==> src/rtl/fifo_rr_sched.sv <==
// rtl/fifo_rr_sched.sv - round-robin burst read scheduler, four input FIFOs into one output FIFO
//
// Purpose: pops up to MAX_BURST words per grant from four 4-bit input FIFOs and
// forwards each popped word as a write into a shared output FIFO. Free output
// slots are tracked with a credit counter, so the output FIFO's full flags are
// never consulted.
//
// Optional feature (macro FIFO_SCHED_PRIO_EN): channel 0 wins every arbitration
// it takes part in; channels 1-3 round-robin among themselves. A channel 0 grant
// leaves the round-robin pointer untouched. Default build: pure 4-way round robin.
//
// Ports:
//   clk            system clock, rising edge
//   rst            synchronous active-high reset
//   sched_en       1 allows bursts to start and reads to issue
//   in_empty[3:0]  buf_empty of input FIFO i on bit i
//   in_data[15:0]  buf_out of input FIFO i on bits [4i+3:4i]
//   in_rd_en[3:0]  one-hot rd_en to the input FIFOs (combinational)
//   out_pop        one pulse per word removed from the output FIFO
//   out_wr_en      registered wr_en to the output FIFO
//   out_data[3:0]  buf_in of the output FIFO, in_data lane of the write channel
//   grant[1:0]     currently granted channel
//   busy           burst in progress or write pending
//   credits[4:0]   free output-FIFO slots as seen by the scheduler

module fifo_rr_sched #(
  parameter int MAX_BURST = 4,
  parameter int OUT_DEPTH = 8
) (
  input  logic        clk,
  input  logic        rst,
  input  logic        sched_en,
  input  logic [3:0]  in_empty,
  input  logic [15:0] in_data,
  output logic [3:0]  in_rd_en,
  input  logic        out_pop,
  output logic        out_wr_en,
  output logic [3:0]  out_data,
  output logic [1:0]  grant,
  output logic        busy,
  output logic [4:0]  credits
);

  localparam logic [3:0] BURST_MAX = MAX_BURST[3:0];
  localparam logic [4:0] DEPTH     = OUT_DEPTH[4:0];

`ifdef FIFO_SCHED_PRIO_EN
  localparam logic PRIO_EN = 1'b1;
`else
  localparam logic PRIO_EN = 1'b0;
`endif

  typedef enum logic {S_IDLE, S_BURST} state_e;

  state_e     state_q, state_d;
  logic [1:0] grant_q, grant_d;
  logic [1:0] last_q, last_d;
  logic [3:0] burst_cnt_q, burst_cnt_d;
  logic [4:0] credits_q, credits_d;
  logic       wr_en_q;
  logic [1:0] wr_ch_q;

  logic       issue;
  logic       pop_eff;
  logic       have_credit;
  logic       found;
  logic [1:0] pick;
  logic [1:0] cand;

  assign have_credit = (credits_q != 5'd0);
  // A pop while every slot is already free cannot correspond to a real word.
  assign pop_eff     = out_pop && (credits_q < DEPTH);

  // Arbitration: first non-empty channel after last_q. With priority enabled,
  // channel 0 is taken first and is skipped by the rotating search.
  always_comb begin
    pick  = last_q;
    found = 1'b0;
    cand  = 2'd0;
    if (PRIO_EN && !in_empty[0]) begin
      pick  = 2'd0;
      found = 1'b1;
    end else begin
      for (int k = 1; k <= 4; k++) begin
        cand = last_q + 2'(k);
        if (!found && !in_empty[cand] && !(PRIO_EN && cand == 2'd0)) begin
          pick  = cand;
          found = 1'b1;
        end
      end
    end
  end

  always_comb begin
    state_d     = state_q;
    grant_d     = grant_q;
    last_d      = last_q;
    burst_cnt_d = burst_cnt_q;
    issue       = 1'b0;
    in_rd_en    = 4'b0000;
    case (state_q)
      S_IDLE: begin
        if (sched_en && have_credit && found) begin
          grant_d     = pick;
          burst_cnt_d = 4'd0;
          state_d     = S_BURST;
        end
      end
      S_BURST: begin
        issue = sched_en && !in_empty[grant_q] && have_credit && (burst_cnt_q < BURST_MAX);
        if (issue) begin
          in_rd_en[grant_q] = 1'b1;
          burst_cnt_d       = burst_cnt_q + 4'd1;
        end
        // A burst ends on the first cycle that cannot issue, or on its last word.
        if (!issue || burst_cnt_d == BURST_MAX) begin
          state_d = S_IDLE;
          if (!(PRIO_EN && grant_q == 2'd0)) begin
            last_d = grant_q;
          end
        end
      end
      default: state_d = S_IDLE;
    endcase
  end

  always_comb begin
    credits_d = credits_q;
    if (issue && !pop_eff) begin
      credits_d = credits_q - 5'd1;
    end else if (!issue && pop_eff) begin
      credits_d = credits_q + 5'd1;
    end
  end

  always_ff @(posedge clk) begin
    if (rst) begin
      state_q     <= S_IDLE;
      grant_q     <= 2'd0;
      last_q      <= 2'd3;
      burst_cnt_q <= 4'd0;
      credits_q   <= DEPTH;
      wr_en_q     <= 1'b0;
      wr_ch_q     <= 2'd0;
    end else begin
      state_q     <= state_d;
      grant_q     <= grant_d;
      last_q      <= last_d;
      burst_cnt_q <= burst_cnt_d;
      credits_q   <= credits_d;
      wr_en_q     <= issue;
      if (issue) begin
        wr_ch_q <= grant_q;
      end
    end
  end

  // The input FIFO presents the popped word the cycle after rd_en, which is
  // exactly when the registered write strobe is high.
  always_comb begin
    case (wr_ch_q)
      2'd0:    out_data = in_data[3:0];
      2'd1:    out_data = in_data[7:4];
      2'd2:    out_data = in_data[11:8];
      default: out_data = in_data[15:12];
    endcase
  end

  assign out_wr_en = wr_en_q;
  assign grant     = grant_q;
  assign busy      = (state_q == S_BURST) || wr_en_q;
  assign credits   = credits_q;

endmodule

==> config.mk <==
export PLATFORM = sky130hd
export DESIGN_NAME = fifo_rr_sched
export DESIGN_NICKNAME = d
export VERILOG_FILES = /design/src/rtl/fifo_rr_sched.sv
export SDC_FILE = /design/constraint.sdc
export NUM_CORES = 1
export LEC_CHECK = 0
export ABC_CLOCK_PERIOD_IN_PS = 3400
export BUFFER_PORTS_ARGS = -buffer_cell sky130_fd_sc_hd__clkbuf_2
export CORE_MARGIN = 2
export CORE_UTILIZATION = 30
export DETAILED_ROUTE_END_ITERATION = 16
export GPL_TIMING_DRIVEN = 0
export PLACE_DENSITY = 0.57
export SYNTH_ARGS = -nofsm -noshare
export SYNTH_HDL_FRONTEND = slang
export SYNTH_SLANG_ARGS = --single-unit
==> constraint.sdc <==
create_clock -name clk -period 3.4 [get_ports clk]
set_clock_uncertainty 0.1 [all_clocks]
set_input_delay 0.68 -clock clk [delete_from_list [all_inputs] [get_ports clk]]
set_output_delay 0.68 -clock clk [all_outputs]
set_load 0.03 [all_outputs]
======== Word level (Yosys, flattened, before mapping) ========
Index checks and enable logic that the tools add are counted.
cells by class
  add/sub/neg operators ................... 6
  order comparisons ....................... 8
  equality and inequality tests ........... 4
  multiplexer cells ....................... 33
  bitwise gates (word level) .............. 1
  reductions and logical operators ........ 28
operators with widths
  kind                                                                    count
  4-bit two-way mux                                                       5
  2-bit by 3-bit < comparator with 1-bit output (second input constant)   5
  1-bit two-way mux                                                       13
  1-bit logical AND                                                       12
  4-bit one-hot mux with 3 select lines                                   1
  1-bit binary-select mux with 2-bit select                               5
  5-bit two-way mux                                                       2
  1-bit logical NOT                                                       9
  2-bit two-way mux                                                       4
  4-bit one-hot mux with 2 select lines                                   1
  5-bit by 1-bit adder with 5-bit output (second input constant)          1
  5-bit by 4-bit < comparator with 1-bit output (second input constant)   1
  5-bit nonzero test                                                      1
  5-bit by 1-bit subtractor with 5-bit output (second input constant)     1
  2-bit adder (second input constant)                                     2
  4-bit by 1-bit adder with 4-bit output (second input constant)          1
  4-bit by 3-bit == test with 1-bit output (second input constant)        1
  4-bit by 3-bit < comparator with 1-bit output (second input constant)   1
  2-bit AND reduction                                                     2
  2-bit by 1-bit adder with 2-bit output (second input constant)          1
  1-bit demux with 2-bit select                                           1
  2-bit by 1-bit == test with 1-bit output (second input constant)        1
  2-bit == test (second input constant)                                   1
  2-bit by 1-bit >= comparator with 1-bit output (second input constant)  1
  6 further kinds                                                         7
storage, ports and cells
  register bits ........................... 17
  input bits .............................. 24
  output and inout bits ................... 17
  word-level logic and storage cells ...... 87

======== Logic depth before layout (Yosys ltp) ========
Gate-level depths: netlist (run 1).
  word-level depth ........................ 15
  mapped depth ............................ 14
  depth with buffers taken out ............ 11

======== Worst setup path before layout (run 1) ========
No wires, ideal clock.
  kind .................................... register -> register
  from .................................... register grant_q[0] (netlist: grant[0])
  to ...................................... register credits_q[4] (netlist: credits[4])
  setup time .............................. 0.121 ns
  arrival time ............................ 3.422 ns
  data required time ...................... 3.179 ns
  slack ................................... -0.243 ns
  stages on the path, launching flop included .. 15
  path buffers ............................ 3
  clock period less this slack ............ 3.643 ns
  cells stage by stage .................... dfxtp_1 > buf_6 > mux4_2 > a2111o_1 > nor3b_2 > buf_6 > ha_1 > clkbuf_1 > xor2_1 > ha_1 > a21o_1 > o21ai_0 > nand2b_1 > a21oi_1 > mux2_2
between the ends
  longest elaborated chain between the ends .. 10
  elaborated cells on any way between the ends .. 12
  classes of those cells .................. 4 x mux; 8 x reduce/logical
ends and longest elaborated chain
  item                                         RTL line  RTL
  start, declared                              56        logic [1:0] grant_q, grant_d;
  start signal, assigned                       147       grant_q <= grant_d;
  1-bit binary-select mux with 2-bit select *  110       issue = sched_en && !in_empty[grant_q] && have_credit && (burst_cnt_q < BURST_MAX);
  1-bit two-way mux (implied by the code) *    110
  1-bit logical NOT *                          110
  1-bit logical AND * (3 in series)            110
  1-bit two-way mux *                          101       case (state_q)
  via issue                                    63        logic issue;
  1-bit logical NOT                            131       end else if (!issue && pop_eff) begin
  1-bit logical AND                            131
  2-bit nonzero test (no source line)          n/a
  end signal, assigned                         150       credits_q <= credits_d;
  end, declared                                59        logic [4:0] credits_q, credits_d;
Mark *: on every way through the listed nets, which the timed path passes. The rest lies on a longest branch. The select of a mux whose other input is x is not followed.
A chain may end at the register's enable or synchronous reset.

======== Final worst setup path (run 1) ========
  from .................................... input port in_empty[3]
  to ...................................... output port in_rd_en[2]
between the ends
  longest elaborated chain between the ends .. 8
ends and longest elaborated chain
  item                                       RTL line  RTL
  start, declared                            33        input logic [3:0] in_empty,
  1-bit binary-select mux with 2-bit select  110
  1-bit two-way mux (implied by the code)    110
  1-bit logical NOT                          110
  1-bit logical AND (3 in series)            110
  4-bit two-way mux                          111       if (issue) begin
  4-bit two-way mux                          101
  end, declared                              35        output logic [3:0] in_rd_en,
Every way passes these cells. The select of a mux whose other input is x is not followed.

==> Implementation_results.wiki, run 1 <==
{| class="wikitable"
! Metric !! Value
|-
| Crit. End Element || primary output
|-
| Remaining DRCs || 0
|-
| IR Drop Worst-Case VDD || 0.000175 V
|-
| Placer congestion estimate || 0.780
|-
| Power density relative to cell area || 347 nW/um2
|-
| Routed WL per cell || 12.7 um
|-
| Cell-internal power || 0.000359 W
|-
| Global router's overall resource usage || 0.144
|-
| Vias in the first global route || 1,081
|-
| Maximum root-to-sink buffer count || 2
|-
| Total cell area at the placement stage || 1410 um2
|-
| Layout overhead on the synthesized area || 33.8%
|-
| Core region area || 3660 um2
|-
| Worst reg2reg startpoint || grant[0]$_SDFFE_PP0P_
|-
| Detailed Route WL || 2870 um
|-
| Number of levels in the clock H-tree || 1
|-
| Wire length of the first global-routing pass || 4860 um
|-
| # placed instances || 217
|-
| Total non-filler cell area in the finished layout || 1520 um2
|-
| Reported max-cap violation count || 0
|-
| Height of the die || 65.5 um
|-
| Number of antenna violations at the first check in global routing || 0
|-
| Worst slack at placement || -0.471 ns
|-
| Die ar. || 4290 um2
|-
| Total clock buffers created by CTS || 3
|-
| Data arrival time at the worst-slack endpoint || 2.53 ns
|-
| Status || completed
|-
| Count of port buffers added during placement || 40
|-
| First-pass iteration count of the detailed router || 4
|-
| Final-stage net count || 207
|-
| Clock tree from TritonCTS || built
|-
| Initial DRC count || 34
|-
| Sum of overflow across all layers after global routing || 0
|-
| Mapped Cells || 129
|-
| Slew Viols, Final || 0
|-
| Transition at the pin with the smallest max-transition slack || 0.607 ns
|-
| Combinational share of power || 0.292
|-
| Worst setup slack after layout || 0.0941 ns
|-
| Std cell rows || 22
|-
| Non-filler instance count after layout || 225
|-
| Average footprint of a synthesized cell || 8.80 um2
|-
| Library cell occupying the most area in the post-synthesis netlist || sky130_fd_sc_hd__dfxtp_1
|-
| Fin crit share || 0.972
|-
| Clk pwr share || 0.284
|-
| Net switching share of the total power || 0.318
|-
| Maximum clock frequency || 302 MHz
|-
| Leakage power summed over all cells || 0.695 nW
|-
| Cell variety after synth || 38
|-
| Detailed-route via count || 1,146
|-
| Post-DR vias/cell || 5.09
|-
| Clock latency of the later-clocked register in the worst-skew pair || 0.25 ns
|-
| Type of the worst setup path || in2out
|-
| Clk sink count || 17
|-
| Hold Violations, Final || 0
|-
| Area of the mapped netlist || 1130 um2
|-
| Final setup violating endpoints || 0
|-
| Max Fanout on Critical Path || 10
|-
| Initial cell density of the core || 0.310
|-
| Number of warnings reported in the yosys synthesis log || 0
|-
| Register share of total power || 0.424
|-
| Number of diodes added for antenna fixing || 0
|-
| Register area share after synthesis || 0.300
|-
| Source of the worst hold timing path || burst_cnt_q[3]$_SDFFE_PP0P_
|-
| Clock root buffer || sky130_fd_sc_hd__clkbuf_8
|-
| Synth top area cells || sky130_fd_sc_hd__dfxtp_1, sky130_fd_sc_hd__mux4_2, sky130_fd_sc_hd__ha_1
|-
| Width of the die || 65.5 um
|-
| Hold/Removal Path Class || reg2reg
|-
| Post-detail-place hpwl || 2160 um
|-
| Startpoint type of the worst setup path || primary input
|-
| Clock transition time at the flip-flop clock pins of the worst setup and hold paths || 0.06 ns
|-
| Register bit total from synthesis || 17
|-
| Worst relative slew slack || 0.594
|-
| IO Pins || 41
|-
| Proportion of layout cells with a drive suffix above 1 || 0.367
|-
| Share of Yosys cell area claimed by the top area cell type || 0.300
|-
| Time the final worst path needs with I/O delays and setup || 3.31 ns
|-
| Required time of the critical path || 2.62 ns
|-
| Pin count of the biggest net entering global routing || 11
|-
| Setup crit start || in_empty[3]
|-
| Final ANT Viol Nets || 0
|-
| Switching power || 0.000168 W
|-
| Synthesized netlist net count || 158
|}
-- flip-flops by register name, indices dropped and copies added (netlist names) --
signal	flops
grant	2
wr_ch_q	2
state_q	1
last_q	2
out_wr_en	1
burst_cnt_q	4
credits	5
-- cell usage after synthesis --
cell / n
sky130_fd_sc_hd__nor3b_1: 3
sky130_fd_sc_hd__mux4_2: 5
sky130_fd_sc_hd__o21ai_0: 6
sky130_fd_sc_hd__xnor2_1: 1
sky130_fd_sc_hd__and3_1: 1
sky130_fd_sc_hd__o31ai_1: 1
sky130_fd_sc_hd__nor3_2: 1
sky130_fd_sc_hd__xor2_1: 3
sky130_fd_sc_hd__nor2b_1: 3
sky130_fd_sc_hd__nor4bb_1: 1
sky130_fd_sc_hd__or2_2: 1
sky130_fd_sc_hd__nor2_1: 16
sky130_fd_sc_hd__inv_1: 4
sky130_fd_sc_hd__and3b_1: 1
sky130_fd_sc_hd__a2111o_1: 1
sky130_fd_sc_hd__o2111ai_1: 1
sky130_fd_sc_hd__buf_6: 2
sky130_fd_sc_hd__clkbuf_1: 7
sky130_fd_sc_hd__nor3_1: 5
sky130_fd_sc_hd__a41o_1: 1
sky130_fd_sc_hd__a21o_1: 4
sky130_fd_sc_hd__dfxtp_1: 17
sky130_fd_sc_hd__mux2i_1: 4
sky130_fd_sc_hd__a31oi_1: 1
sky130_fd_sc_hd__or3_1: 1
sky130_fd_sc_hd__a21oi_1: 10
sky130_fd_sc_hd__a22oi_1: 1
sky130_fd_sc_hd__a2bb2oi_1: 1
sky130_fd_sc_hd__a311oi_1: 2
sky130_fd_sc_hd__nand3_1: 2
sky130_fd_sc_hd__nand2_1: 5
sky130_fd_sc_hd__o22ai_1: 2
sky130_fd_sc_hd__nor4b_1: 1
sky130_fd_sc_hd__ha_1: 5
sky130_fd_sc_hd__nor3b_2: 1
sky130_fd_sc_hd__o211ai_1: 1
sky130_fd_sc_hd__mux2_2: 1
sky130_fd_sc_hd__nand2b_1: 6
-- per-layer routing --
layer	up-vias	wire length [um]	track usage
met3	7	209	0.0308
met1	536	1320	0.188
li1	563	-	-
met5	-	0	0
met4	0	40	0.0521
met2	40	1290	0.233
-- layout make-up --
class,count,area [um2]
Sequential cell,17,342
Tap cell,48,60.1
Fill cell,368,2140
Timing Repair Buffer,45,250
Inverter,4,15.0
Multi-Input combinational cell,99,762
Clock buffer,4,45.0
Buffer,8,45.0
-- cell usage in the layout, fill, tap and decap left out, types with 3 or more instances in the layout --
| cell | n |
|---|---|
| sky130_fd_sc_hd__nor2b_1 | 3 |
| sky130_fd_sc_hd__nand2_1 | 5 |
| sky130_fd_sc_hd__mux4_2 | 5 |
| sky130_fd_sc_hd__clkbuf_1 | 7 |
| sky130_fd_sc_hd__inv_1 | 4 |
| sky130_fd_sc_hd__clkbuf_8 | 3 |
| sky130_fd_sc_hd__mux2i_1 | 4 |
| sky130_fd_sc_hd__nand2b_1 | 6 |
| sky130_fd_sc_hd__ha_1 | 3 |
| sky130_fd_sc_hd__o21ai_0 | 5 |
| sky130_fd_sc_hd__buf_4 | 5 |
| sky130_fd_sc_hd__nor3_1 | 5 |
| sky130_fd_sc_hd__nor2_1 | 16 |
| sky130_fd_sc_hd__clkbuf_2 | 37 |
| sky130_fd_sc_hd__dfxtp_1 | 16 |
| sky130_fd_sc_hd__a21oi_1 | 9 |
| sky130_fd_sc_hd__a21o_1 | 4 |
-- power groups by stage --
stage	logic, W	clock network (W)	registers [W]
2_1_floorplan	0.0000905	0	0.000238
3_3_place_gp	0.000143	0	0.000227
3_5_place_dp	0.000146	0	0.000228
4_1_cts	0.000152	0.000152	0.000223
5_1_grt	0.000170	0.000161	0.000226
6_report	0.000154	0.000150	0.000224
-- logic make-up (layout without fill, tap and decap cells) --
family	Yosys count	after routing	synth area share
compound gates	32	32	0.183
flops	17	17	0.300
buf+inv	13	61	0.0562
simple gates	48	48	0.230
mux	10	10	0.144
fa+ha+maj	5	5	0.0551
xor+xnor	4	4	0.0309
-- final timing paths --
check | end | slack [ns] | cells after the start
hold / removal | burst_cnt_q[3]$_SDFFE_PP0P_ | 0.42 | 1
setup reg to reg | credits[4]$_SDFFE_PP0P_ | 0.19 | 13
setup / recovery | in_rd_en[2] | 0.09 | 9
hold reg to reg | burst_cnt_q[3]$_SDFFE_PP0P_ | 0.42 | 1
-- worst max-delay path: stages --
cell and delay, ns:
sky130_fd_sc_hd__clkbuf_2 0.13, sky130_fd_sc_hd__mux4_2 0.50, sky130_fd_sc_hd__a2111o_1 0.33, sky130_fd_sc_hd__nor3b_2 0.24, sky130_fd_sc_hd__buf_6 0.15, sky130_fd_sc_hd__buf_8 0.13, sky130_fd_sc_hd__nand2_1 0.08, sky130_fd_sc_hd__nor2_1 0.12
sky130_fd_sc_hd__buf_4 0.16
-- through the flow --
stage	setup TNS [ns]	total power [W]	util	hold WS, ns
after detailed placement	-0.715	0.000373	0.385	0.411
after floorplan	-0.0652	0.000328	-	0.384
final	0	0.000527	0.415	0.417
after global routing	-0.0254	0.000557	0.415	0.434
after CTS	0	0.000528	0.410	0.421
after global placement	-0.662	0.000370	0.385	0.406
-- what timing repair did --
| item | in CTS | in global routing |
|---|---|---|
| hold buffers | 0 | 0 |
| setup buffers | 4 | 1 |
| pin swaps | 3 | 3 |
| resized for setup | 8 | 4 |
| endpoints found under the setup margin | 1 | 5 |
Power figures use the tool's default switching activity.
==> run 2, diff against run 1 <==
--- a/config.mk
+++ b/config.mk
@@ -6,7 +6,7 @@
 export NUM_CORES = 1
 export LEC_CHECK = 0
 export ABC_CLOCK_PERIOD_IN_PS = 3400
-export BUFFER_PORTS_ARGS = -buffer_cell sky130_fd_sc_hd__clkbuf_2
+export BUFFER_PORTS_ARGS = -buffer_cell sky130_fd_sc_hd__buf_4
 export CORE_MARGIN = 2
 export CORE_UTILIZATION = 30
 export DETAILED_ROUTE_END_ITERATION = 16
==> run 2 against run 1 <==
Effect of this change: hold slack improved by 0.0049 ns; sequential power barely moved; combinational power increased by 14%; sequential share of layout area decreased by 1.9 points; die area unchanged; flip-flop and latch count unchanged; via count is 0.17% lower; maximum frequency increased by 0.50%; clock-buffer cell count stayed put; critical path depth unchanged; first-iteration DRC count up 12%; global-route usage rose by 0.37 points; critical path type unchanged.
==> Implementation_results.wiki, run 2 (synthesis gave the netlist of run 1 again) <==
{| class="wikitable"
! Metric !! Value
|-
| Status || completed
|-
| Largest stage delay on the critical path || 0.46 ns
|-
| Global router's overall resource usage || 0.148
|-
| Combinational share of power || 0.321
|-
| Post-detail-place hpwl || 2300 um
|-
| Min-Delay Path Depth || 1
|-
| Library cell appearing most often on the critical path || sky130_fd_sc_hd__buf_4
|-
| Std cell rows || 22
|-
| Clk pwr share || 0.270
|-
| Commonest cells after routing, fill and taps aside || sky130_fd_sc_hd__buf_4, sky130_fd_sc_hd__dfxtp_1, sky130_fd_sc_hd__nor2_1
|-
| Worst slack at placement || -0.537 ns
|-
| Switching power || 0.000170 W
|-
| Clk sink count || 17
|-
| Hold Violations, Final || 0
|-
| Hold_ws || 0.422 ns
|-
| Number of levels in the clock H-tree || 1
|-
| Gate family responsible for the most delay along the worst path || buffers and inverters
|-
| Reported max-cap violation count || 0
|-
| Data arrival time at the worst-slack endpoint || 2.51 ns
|-
| Worst relative slew slack || 0.575
|-
| Final setup violating endpoints || 0
|-
| Series of cell instances along the critical path || buf_4, mux4_2, a2111o_1, nor3b_4, buf_6, buf_8, nand2_2, nor2_2, buf_4
|-
| Layout overhead on the synthesized area || 46.1%
|-
| Detailed Route WL || 3030 um
|-
| Total clock buffers created by CTS || 3
|-
| Critical Path Slowest Stage Cell || sky130_fd_sc_hd__mux4_2
|-
| Placer congestion estimate || 0.808
|-
| Sum of overflow across all layers after global routing || 0
|-
| Final design utilization || 0.453
|-
| Width of the die || 65.5 um
|-
| IR Drop Worst-Case VDD || 0.000206 V
|-
| Core region area || 3660 um2
|-
| Leakage power summed over all cells || 0.730 nW
|-
| Post-DR vias/cell || 5.08
|-
| Initial cell density of the core || 0.310
|-
| Worst r2r path cells || 13
|-
| Type of the worst setup path || in2out
|-
| Required time of the critical path || 2.62 ns
|-
| Slew Viols, Final || 0
|-
| Wire length of the first global-routing pass || 4930 um
|-
| Remaining DRCs || 0
|-
| Largest register FFs || 5
|-
| Initial DRC count || 38
|-
| Count of port buffers added during placement || 40
|-
| Die ar. || 4290 um2
|-
| Number of fill cells in the layout || 371
|-
| Vias in the first global route || 1,141
|-
| Pin count of the biggest net entering global routing || 11
|-
| Number of diodes added for antenna fixing || 0
|-
| Post-CTS Hold Fix Bufs || 0
|-
| Crit. End Element || primary output
|-
| Number of antenna violations at the first check in global routing || 0
|-
| Cell-internal power || 0.000378 W
|-
| IO Pins || 41
|-
| Transition at the pin with the smallest max-transition slack || 0.636 ns
|-
| # placed instances || 217
|-
| Maximum root-to-sink buffer count || 2
|-
| First-pass iteration count of the detailed router || 4
|-
| Cell depth of the worst setup path || 9
|-
| Most frequent standard cell in the layout excluding fill and tap cells || sky130_fd_sc_hd__buf_4
|-
| Worst setup slack after layout || 0.111 ns
|-
| Routed WL per cell || 13.5 um
|-
| Clock root buffer || sky130_fd_sc_hd__clkbuf_8
|-
| Fin crit share || 0.967
|-
| Clock transition time at the flip-flop clock pins of the worst setup and hold paths || 0.06 ns
|-
| Max Fanout on Critical Path || 10
|-
| Overall power consumption || 0.000548 W
|-
| Final ANT Viol Nets || 0
|-
| Proportion of layout cells with a drive suffix above 1 || 0.401
|-
| Non-filler instance count after layout || 225
|-
| Startpoint type of the worst setup path || primary input
|-
| Hold/Removal Path Class || reg2reg
|-
| Maximum clock frequency || 304 MHz
|-
| Buffer and inverter count on the worst path || 4
|-
| Final-stage net count || 207
|-
| Net switching share of the total power || 0.311
|-
| Detailed-route via count || 1,144
|-
| Height of the die || 65.5 um
|-
| Time the final worst path needs with I/O delays and setup || 3.29 ns
|-
| Clock tree from TritonCTS || built
|-
| Power density relative to cell area || 331 nW/um2
|-
| Clock latency of the later-clocked register in the worst-skew pair || 0.25 ns
|-
| Register share of total power || 0.410
|}
-- run 2: changes by cell type in the layout (fill, tap and decap cells not counted), moves of 2 or more --
cell and change:
sky130_fd_sc_hd__clkbuf_2 -37, sky130_fd_sc_hd__buf_4 +36, sky130_fd_sc_hd__buf_6 +3, sky130_fd_sc_hd__o21ai_2 +2
-- run 2: power groups by stage --
stage                     clock network, W  logic [W]  registers [W]
after floorplan                          0  0.0000905       0.000238
after global placement                   0   0.000158       0.000228
after detailed placement                 0   0.000161       0.000228
after CTS                         0.000153   0.000170       0.000224
after global routing              0.000162   0.000191       0.000227
final                             0.000148   0.000176       0.000225
-- run 2: path summary, 6_finish.rpt --
kind,from,endpoint,slack [ns]
hold reg to reg,burst_cnt_q[3]$_SDFFE_PP0P_,burst_cnt_q[3]$_SDFFE_PP0P_,0.42
setup / recovery,in_empty[0],in_rd_en[2],0.11
setup reg to reg,grant[0]$_SDFFE_PP0P_,credits[4]$_SDFFE_PP0P_,0.19
hold / removal,burst_cnt_q[3]$_SDFFE_PP0P_,burst_cnt_q[3]$_SDFFE_PP0P_,0.42
-- run 2: area by class of cell --
type	instances	area (um2)	area share
plain buffers	8	45.0	0.0272
clock buffers	4	45.0	0.0272
inverters	4	15.0	0.00906
multi-input cells	99	795	0.479
flip-flops and latches	17	342	0.206
well taps	48	60.1	0.0362
repair buffers	45	357	0.215
-- run 2: routing by layer --
metal / global-route usage / wire length (um) / part of all wire
met5: 0 / 0 / 0
met1: 0.177 / 1330 / 0.44
met2: 0.264 / 1460 / 0.48
met4: 0.0495 / 35 / 0.012
met3: 0.0274 / 203 / 0.067
-- run 2: timing repair --
item | in CTS | in global routing
gates resized for setup | 7 | 13
setup buffers | 4 | 1
endpoints found under the setup margin | 2 | 5
pin swaps | 5 | 7
-- run 2: through the flow --
step | TNS, ns | instance area [um2]
floorplan | -0.0652 | 1150
global placement | -0.673 | 1510
detailed placement | -0.805 | 1510
CTS | -0.0197 | 1600
global route | -0.00206 | 1660
finish | 0 | 1660
